### src/rtl/spi_cmd_regfile_pkg.sv
// Shared definitions for the SPI command register file.
//   - state_e      : command-interpreter states
//   - CMD_RW_BIT   : bit of the command byte selecting read (1) / write (0)
//   - CMD_ADDR_W   : width of the address field in the command byte
//   - ptr_inc()    : address auto-increment with wrap at the bank size
package spi_cmd_regfile_pkg;

    localparam int CMD_RW_BIT = 7;
    localparam int CMD_ADDR_W = 7;

    typedef enum logic [1:0] {
        ST_CMD     = 2'd0,
        ST_WDATA   = 2'd1,
        ST_RDATA   = 2'd2,
        ST_DISCARD = 2'd3
    } state_e;

    // Next register address within a frame; wraps from the last register to 0.
    function automatic logic [CMD_ADDR_W-1:0] ptr_inc(input logic [CMD_ADDR_W-1:0] p,
                                                      input int num_regs);
        if (int'(p) == num_regs - 1) return '0;
        return p + 1'b1;
    endfunction

endpackage

### src/rtl/spi_reg_bank.sv
// NUM_REGS x 8-bit register bank.
//   clk_i, rst_n_i : clock, synchronous active-low reset (clears every register)
//   we_i/waddr_i/wdata_i : write port, committed at posedge
//   raddr_i -> rdata_o   : asynchronous read port (0 for out-of-range addresses)
//   regs_flat_o          : whole bank, reg i at [8*i +: 8]
module spi_reg_bank
    import spi_cmd_regfile_pkg::*;
#(
    parameter int NUM_REGS = 8
) (
    input  logic                    clk_i,
    input  logic                    rst_n_i,
    input  logic                    we_i,
    input  logic [CMD_ADDR_W-1:0]   waddr_i,
    input  logic [7:0]              wdata_i,
    input  logic [CMD_ADDR_W-1:0]   raddr_i,
    output logic [7:0]              rdata_o,
    output logic [8*NUM_REGS-1:0]   regs_flat_o
);

    logic [NUM_REGS-1:0][7:0] regs_q;

    for (genvar g = 0; g < NUM_REGS; g++) begin : g_reg
        always_ff @(posedge clk_i) begin
            if (!rst_n_i) begin
                regs_q[g] <= 8'h00;
            end else if (we_i && waddr_i == CMD_ADDR_W'(g)) begin
                regs_q[g] <= wdata_i;
            end
        end
    end

    always_comb begin
        rdata_o = 8'h00;
        for (int i = 0; i < NUM_REGS; i++) begin
            if (raddr_i == CMD_ADDR_W'(i)) rdata_o = regs_q[i];
        end
    end

    assign regs_flat_o = regs_q;

endmodule

### src/rtl/spi_cmd_regfile.sv
// SPI command interpreter + register bank.
// Each CS frame: first byte {RW, ADDR[6:0]}, then write data (RW=0) or read
// dummies (RW=1). The address auto-increments per data byte, wrapping at NUM_REGS.
//   clk_i, rst_n_i          : clock, synchronous active-low reset
//   in_data_i/in_val_i/in_rdy_o : byte stream from the SPI receiver
//   cs_idle_i               : synchronized CS, 1 = frame boundary
//   tx_data_o/tx_val_o/tx_rdy_i : read bytes to the SPI transmitter
//   regs_flat_o             : register bank, reg i at [8*i +: 8]
//   wr_strobe_o/wr_addr_o   : one-cycle pulse + address for each register write
//   err_o, err_clr_i        : sticky error (bad address or tx overrun) and its clear
module spi_cmd_regfile
    import spi_cmd_regfile_pkg::*;
#(
    parameter int NUM_REGS = 8
) (
    input  logic                    clk_i,
    input  logic                    rst_n_i,
    input  logic [7:0]              in_data_i,
    input  logic                    in_val_i,
    output logic                    in_rdy_o,
    input  logic                    cs_idle_i,
    output logic [7:0]              tx_data_o,
    output logic                    tx_val_o,
    input  logic                    tx_rdy_i,
    output logic [8*NUM_REGS-1:0]   regs_flat_o,
    output logic                    wr_strobe_o,
    output logic [CMD_ADDR_W-1:0]   wr_addr_o,
    output logic                    err_o,
    input  logic                    err_clr_i
);

    state_e                  state_q;
    logic [CMD_ADDR_W-1:0]   ptr_q;
    logic [7:0]              tx_data_q;
    logic                    tx_val_q;
    logic                    wr_strobe_q;
    logic [CMD_ADDR_W-1:0]   wr_addr_q;
    logic                    err_q;

    logic                    accept;
    logic [CMD_ADDR_W-1:0]   cmd_addr;
    logic [CMD_ADDR_W-1:0]   ptr_nx;
    logic [CMD_ADDR_W-1:0]   raddr;
    logic [7:0]              rdata;
    logic                    bank_we;

    // Never back-pressure the receiver inside a frame.
    assign in_rdy_o = ~cs_idle_i;
    assign accept   = in_val_i & ~cs_idle_i;
    assign cmd_addr = in_data_i[CMD_ADDR_W-1:0];
    assign ptr_nx   = ptr_inc(ptr_q, NUM_REGS);

    // Single read port: command byte reads the addressed register, each dummy
    // in RDATA prefetches the one after the current pointer.
    assign raddr   = (state_q == ST_CMD) ? cmd_addr : ptr_nx;
    assign bank_we = accept && (state_q == ST_WDATA);

    spi_reg_bank #(.NUM_REGS(NUM_REGS)) u_bank (
        .clk_i       (clk_i),
        .rst_n_i     (rst_n_i),
        .we_i        (bank_we),
        .waddr_i     (ptr_q),
        .wdata_i     (in_data_i),
        .raddr_i     (raddr),
        .rdata_o     (rdata),
        .regs_flat_o (regs_flat_o)
    );

    // Later assignments in this block take priority: a reload beats the
    // tx_rdy clear, a new error beats err_clr, frame end beats everything.
    always_ff @(posedge clk_i) begin
        if (!rst_n_i) begin
            state_q     <= ST_CMD;
            ptr_q       <= '0;
            tx_data_q   <= 8'h00;
            tx_val_q    <= 1'b0;
            wr_strobe_q <= 1'b0;
            wr_addr_q   <= '0;
            err_q       <= 1'b0;
        end else begin
            wr_strobe_q <= 1'b0;
            if (tx_rdy_i && tx_val_q) tx_val_q <= 1'b0;
            if (err_clr_i) err_q <= 1'b0;

            if (accept) begin
                case (state_q)
                    ST_CMD: begin
                        ptr_q <= cmd_addr;
                        if (int'(cmd_addr) >= NUM_REGS) begin
                            err_q   <= 1'b1;
                            state_q <= ST_DISCARD;
                        end else if (!in_data_i[CMD_RW_BIT]) begin
                            state_q <= ST_WDATA;
                        end else begin
                            tx_data_q <= rdata;
                            tx_val_q  <= 1'b1;
                            state_q   <= ST_RDATA;
                        end
                    end
                    ST_WDATA: begin
                        wr_strobe_q <= 1'b1;
                        wr_addr_q   <= ptr_q;
                        ptr_q       <= ptr_nx;
                    end
                    ST_RDATA: begin
                        // Previous byte never taken by the transmitter: overrun.
                        if (tx_val_q && !tx_rdy_i) err_q <= 1'b1;
                        ptr_q     <= ptr_nx;
                        tx_data_q <= rdata;
                        tx_val_q  <= 1'b1;
                    end
                    default: ; // DISCARD: drop bytes until frame end
                endcase
            end

            if (cs_idle_i) begin
                state_q  <= ST_CMD;
                tx_val_q <= 1'b0;
            end
        end
    end

    assign tx_data_o   = tx_data_q;
    assign tx_val_o    = tx_val_q;
    assign wr_strobe_o = wr_strobe_q;
    assign wr_addr_o   = wr_addr_q;
    assign err_o       = err_q;

endmodule

### config.mk
export PLATFORM = sky130hd
export DESIGN_NAME = spi_cmd_regfile
export DESIGN_NICKNAME = d
export VERILOG_FILES = /design/src/rtl/spi_cmd_regfile_pkg.sv /design/src/rtl/spi_reg_bank.sv /design/src/rtl/spi_cmd_regfile.sv
export SDC_FILE = /design/constraint.sdc
export NUM_CORES = 1
export LEC_CHECK = 0
export CELL_PAD_IN_SITES_DETAIL_PLACEMENT = 1
export CELL_PAD_IN_SITES_GLOBAL_PLACEMENT = 2
export CORE_MARGIN = 2
export CORE_UTILIZATION = 32
export DETAILED_ROUTE_END_ITERATION = 8
export PLACE_DENSITY_LB_ADDON = 0.25
export SETUP_SLACK_MARGIN = 0.5
export SYNTH_ARGS = -nofsm -noshare
export SYNTH_HDL_FRONTEND = slang
export SYNTH_HIERARCHICAL = 1
export SYNTH_SLANG_ARGS = --single-unit
### constraint.sdc
create_clock -name clk_i -period 7.3 [get_ports clk_i]
set_input_delay 1.46 -clock clk_i [delete_from_list [all_inputs] [get_ports clk_i]]
set_output_delay 1.46 -clock clk_i [all_outputs]
set_load 0.05 [all_outputs]
==> flow_summary_export.csv <==
group,metric,value,unit
status,run_status,"completed",
grt,antenna_found_initial,0,
timing,slew_headroom,47.5,%
timing,setup_repair_after_global_routing_missed_its_margin,"false",
worst_setup_path,crit_path_max_incr_delay,0.81,ns
yosys,ys_ff_latch,91,
clock_network,cts_max_level,3,
yosys,yosys_synthesis_warning_count,6,
clock_network,clock_sinks,91,
grt,grt_first_pass_wirelength,21.7,mm
drt,antenna_violating_nets_post_route,0,
timing,slew_viol_final,0,
clock_network,cts_tree,"built",
layout,multi_input_comb_area,2230,µm²
floorplanning,pin_count,97,
layout,layoutNonFillerInstCount,738,
timing,maxClockFrequency,0.228,GHz
clock_network,tritoncts.num_buffers,9,
yosys,synthCells,479,
timing,fin_ws,2.91,ns
layout,final_layout_size_suffix_gt1_share,7.47,%
drt,iter_0_drt_violations,188,
floorplanning,initial_core_util,32.5,%
clock_network,clk_pin_slew_worst_paths,0.07,ns
layout,design.final.nets,576,
worst_setup_path,criticalPathCategory,"in2out",
layout,antenna_cells,0,
placed_design,number_of_port_buffers,96,
layout,area_taken_by_flip_flops_and_latches,1820,µm²
grt,grt_start_max_net_pins,61,
power,power.ir.vdd_worst,90.7,µV
worst_setup_path,cp_data_required_time,5.84,ns
yosys,post_synthesis_net_count,498,
layout,area_delta_synth_final,31.0,%
floorplanning,die_w,119,µm
timing,period_minus_slack,4.39,ns
drt,avgRoutedWirePerCell,18.8,µm
grt,globalRoute.totalOverflow,0,
flow_run,timing.max_cap.violations,0,
worst_setup_path,crit_path_cell_trace,"clkdlybuf4s50_1 > inv_1 > clkdlybuf4s50_1",
clock_network,hold_buffers,0,
grt,first_global_vias,3991,
yosys,ys.flop_type,"sky130_fd_sc_hd__dfxtp_1",
drt,detail_route.first_pass.iterations,4,
clock_network,postCtsSetupBuffers,0,
worst_setup_path,cpMaxStageDelayCell,"sky130_fd_sc_hd__clkdlybuf4s50_1",
drt,drc_violations_left,0,
drt,drt_wl_total,13.9,mm
worst_setup_path,critical_path_peak_fanout,7,
yosys,async_flop_share,0,%
drt,via_count,3954,
yosys,synthDistinctLibCells,61,
yosys,syn_area,4260,µm²
power,leakage,1.90,nW
clock_network,worstSkewPairLatency,0.35,ns
timing,timing.final.crit_share,60.2,%
timing,final-setup-viol-count,0,
layout,fillCellCount,1539,
floorplanning,chipHeight,119,µm
yosys,fraction_of_the_yosys_area_taken_by_sequential_cells,42.7,%
placed_design,replace_congestion,0.771,
clock_network,clockRootBuffer,"sky130_fd_sc_hd__clkbuf_16",
layout,mostFrequentLayoutCell,"sky130_fd_sc_hd__clkdlybuf4s50_1",
grt,track_usage,19.7,%
worst_setup_path,path_buf_inv,3,
timing,clock_skew,0.00915,ns
layout,layout.cells.most_common_list,"sky130_fd_sc_hd__clkdlybuf4s50_1, sky130_fd_sc_hd__dfxtp_1, sky130_fd_sc_hd__o21ai_0",
worst_hold_path,min-delay-path-class,"reg2reg",
timing,timing.final.hold_violations,0,
worst_setup_path,critPathCaptureType,"output pin",
timing,worst-slew-pin-transition,0.781,ns
drt,vias_per_cell,5.36,
floorplanning,core,13100,µm²
timing,fin_tns_setup,0,ns
placed_design,dp_hpwl,9.81,mm
worst_setup_path,cp_data_arrival_time,2.93,ns
worst_setup_path,setup.worst_path.start_class,"input port",
power,power-per-cell-area,189,nW/µm²
worst_setup_path,crit_path_frequent_cell,"sky130_fd_sc_hd__clkdlybuf4s50_1",
placed_design,dpl_worst_slack,2.91,ns
floorplanning,die_area,14300,µm²
yosys,synth_edf_count,0,
yosys,synth.avg_cell_area,8.90,µm²
worst_setup_path,timing.critical_path.max_delay_family,"buffers and inverters",
floorplanning,std_cell_rows,42,
timing,whs,0.467,ns
clock_network,cts_repair_resizes,0,
placed_design,numPlacedInstances,722,
clock_network,clk_path_buf_depth,2,
power,report.power.total,1.06,mW
cell families after synthesis:
group / Yosys count / synth area share, %
XOR/XNOR: 3 / 0.616
AO/OA/AOI/OAI: 123 / 16.9
flip-flops: 91 / 42.7
multiplexers: 32 / 10.4
AND/OR/NAND/NOR: 180 / 22.6
buffers and inverters: 45 / 5.22
adder cells (fa/ha/maj): 5 / 1.47
layer usage:
| layer | vias up | global-route usage (%) | routed length (µm) |
|---|---|---|---|
| met1 | 1944 | 25.6 | 6390 |
| met3 | 18 | 3.02 | 526 |
| li1 | 1906 | - | - |
| met5 | - | 0 | 0 |
| met2 | 86 | 33.0 | 6640 |
| met4 | 0 | 7.72 | 297 |
area by class of cell:
cell class	instances	share of cell area (%)
Clock buffer	10	4.28
Clock inverter	6	0.828
Inverter	12	0.806
Multi-Input combinational cell	343	39.9
Sequential cell	91	32.6
Tap cell	176	3.94
Timing Repair Buffer	100	17.7
where the power goes:
part | switching, mW | internal [mW]
Combinational | 0.0616 | 0.0343
Clock | 0.210 | 0.243
Sequential | 0.00915 | 0.500
per-stage QoR:
step,utilization [%],instance area (µm²)
detailed placement,40.4,5300
global placement,40.4,5300
finish,42.5,5590
CTS,42.5,5590
floorplan,-,4260
global route,42.5,5590
synthesized netlist by cell type (3+ instances only):
library cell               count  area, µm²
sky130_fd_sc_hd__o22ai_1       5       31.3
sky130_fd_sc_hd__o211ai_1      4       30.0
sky130_fd_sc_hd__nand3_1      68        340
sky130_fd_sc_hd__nand2b_1      5       31.3
sky130_fd_sc_hd__a22o_1        4       35.0
sky130_fd_sc_hd__nor4bb_1      3       30.0
sky130_fd_sc_hd__clkbuf_1     10       37.5
sky130_fd_sc_hd__a21oi_1      11       55.1
sky130_fd_sc_hd__ha_1          5       62.6
sky130_fd_sc_hd__nor2b_1      13       81.3
sky130_fd_sc_hd__nor2_1       13       48.8
sky130_fd_sc_hd__o21ai_0      76        380
sky130_fd_sc_hd__buf_6         4       45.0
sky130_fd_sc_hd__inv_1        12       45.0
sky130_fd_sc_hd__mux2i_1      22        220
sky130_fd_sc_hd__a31oi_1       3       18.8
sky130_fd_sc_hd__buf_2        13       65.1
sky130_fd_sc_hd__or3_1         3       18.8
sky130_fd_sc_hd__dfxtp_1      91       1820
sky130_fd_sc_hd__buf_1         4       15.0
sky130_fd_sc_hd__mux4_2       10        225
sky130_fd_sc_hd__nand2_1      53        199
worst min-delay path, cell delays in order (launching register included):
cell and delay, ns:
sky130_fd_sc_hd__dfxtp_1 0.31, sky130_fd_sc_hd__nand2_1 0.05, sky130_fd_sc_hd__mux2i_1 0.06
final timing paths:
check                from            to  slack [ns]  depth (start not counted)
max             cs_idle_i      in_rdy_o        2.91                          3
min          tx_data_o[1]  tx_data_o[1]        0.47                          2
max reg2reg      ptr_q[0]  tx_data_o[0]        4.30                          9
min reg2reg  tx_data_o[1]  tx_data_o[1]        0.47                          2
flip-flops by register name, indices dropped and copies added (netlist names):
| name | flops |
|---|---|
| state_q | 2 |
| err_o | 1 |
| wr_strobe_o | 1 |
| u_bank/regs_flat_o | 64 |
| ptr_q | 7 |
| tx_data_o | 8 |
| wr_addr_o | 7 |
| tx_val_o | 1 |
(Power assumes the default switching activity.)
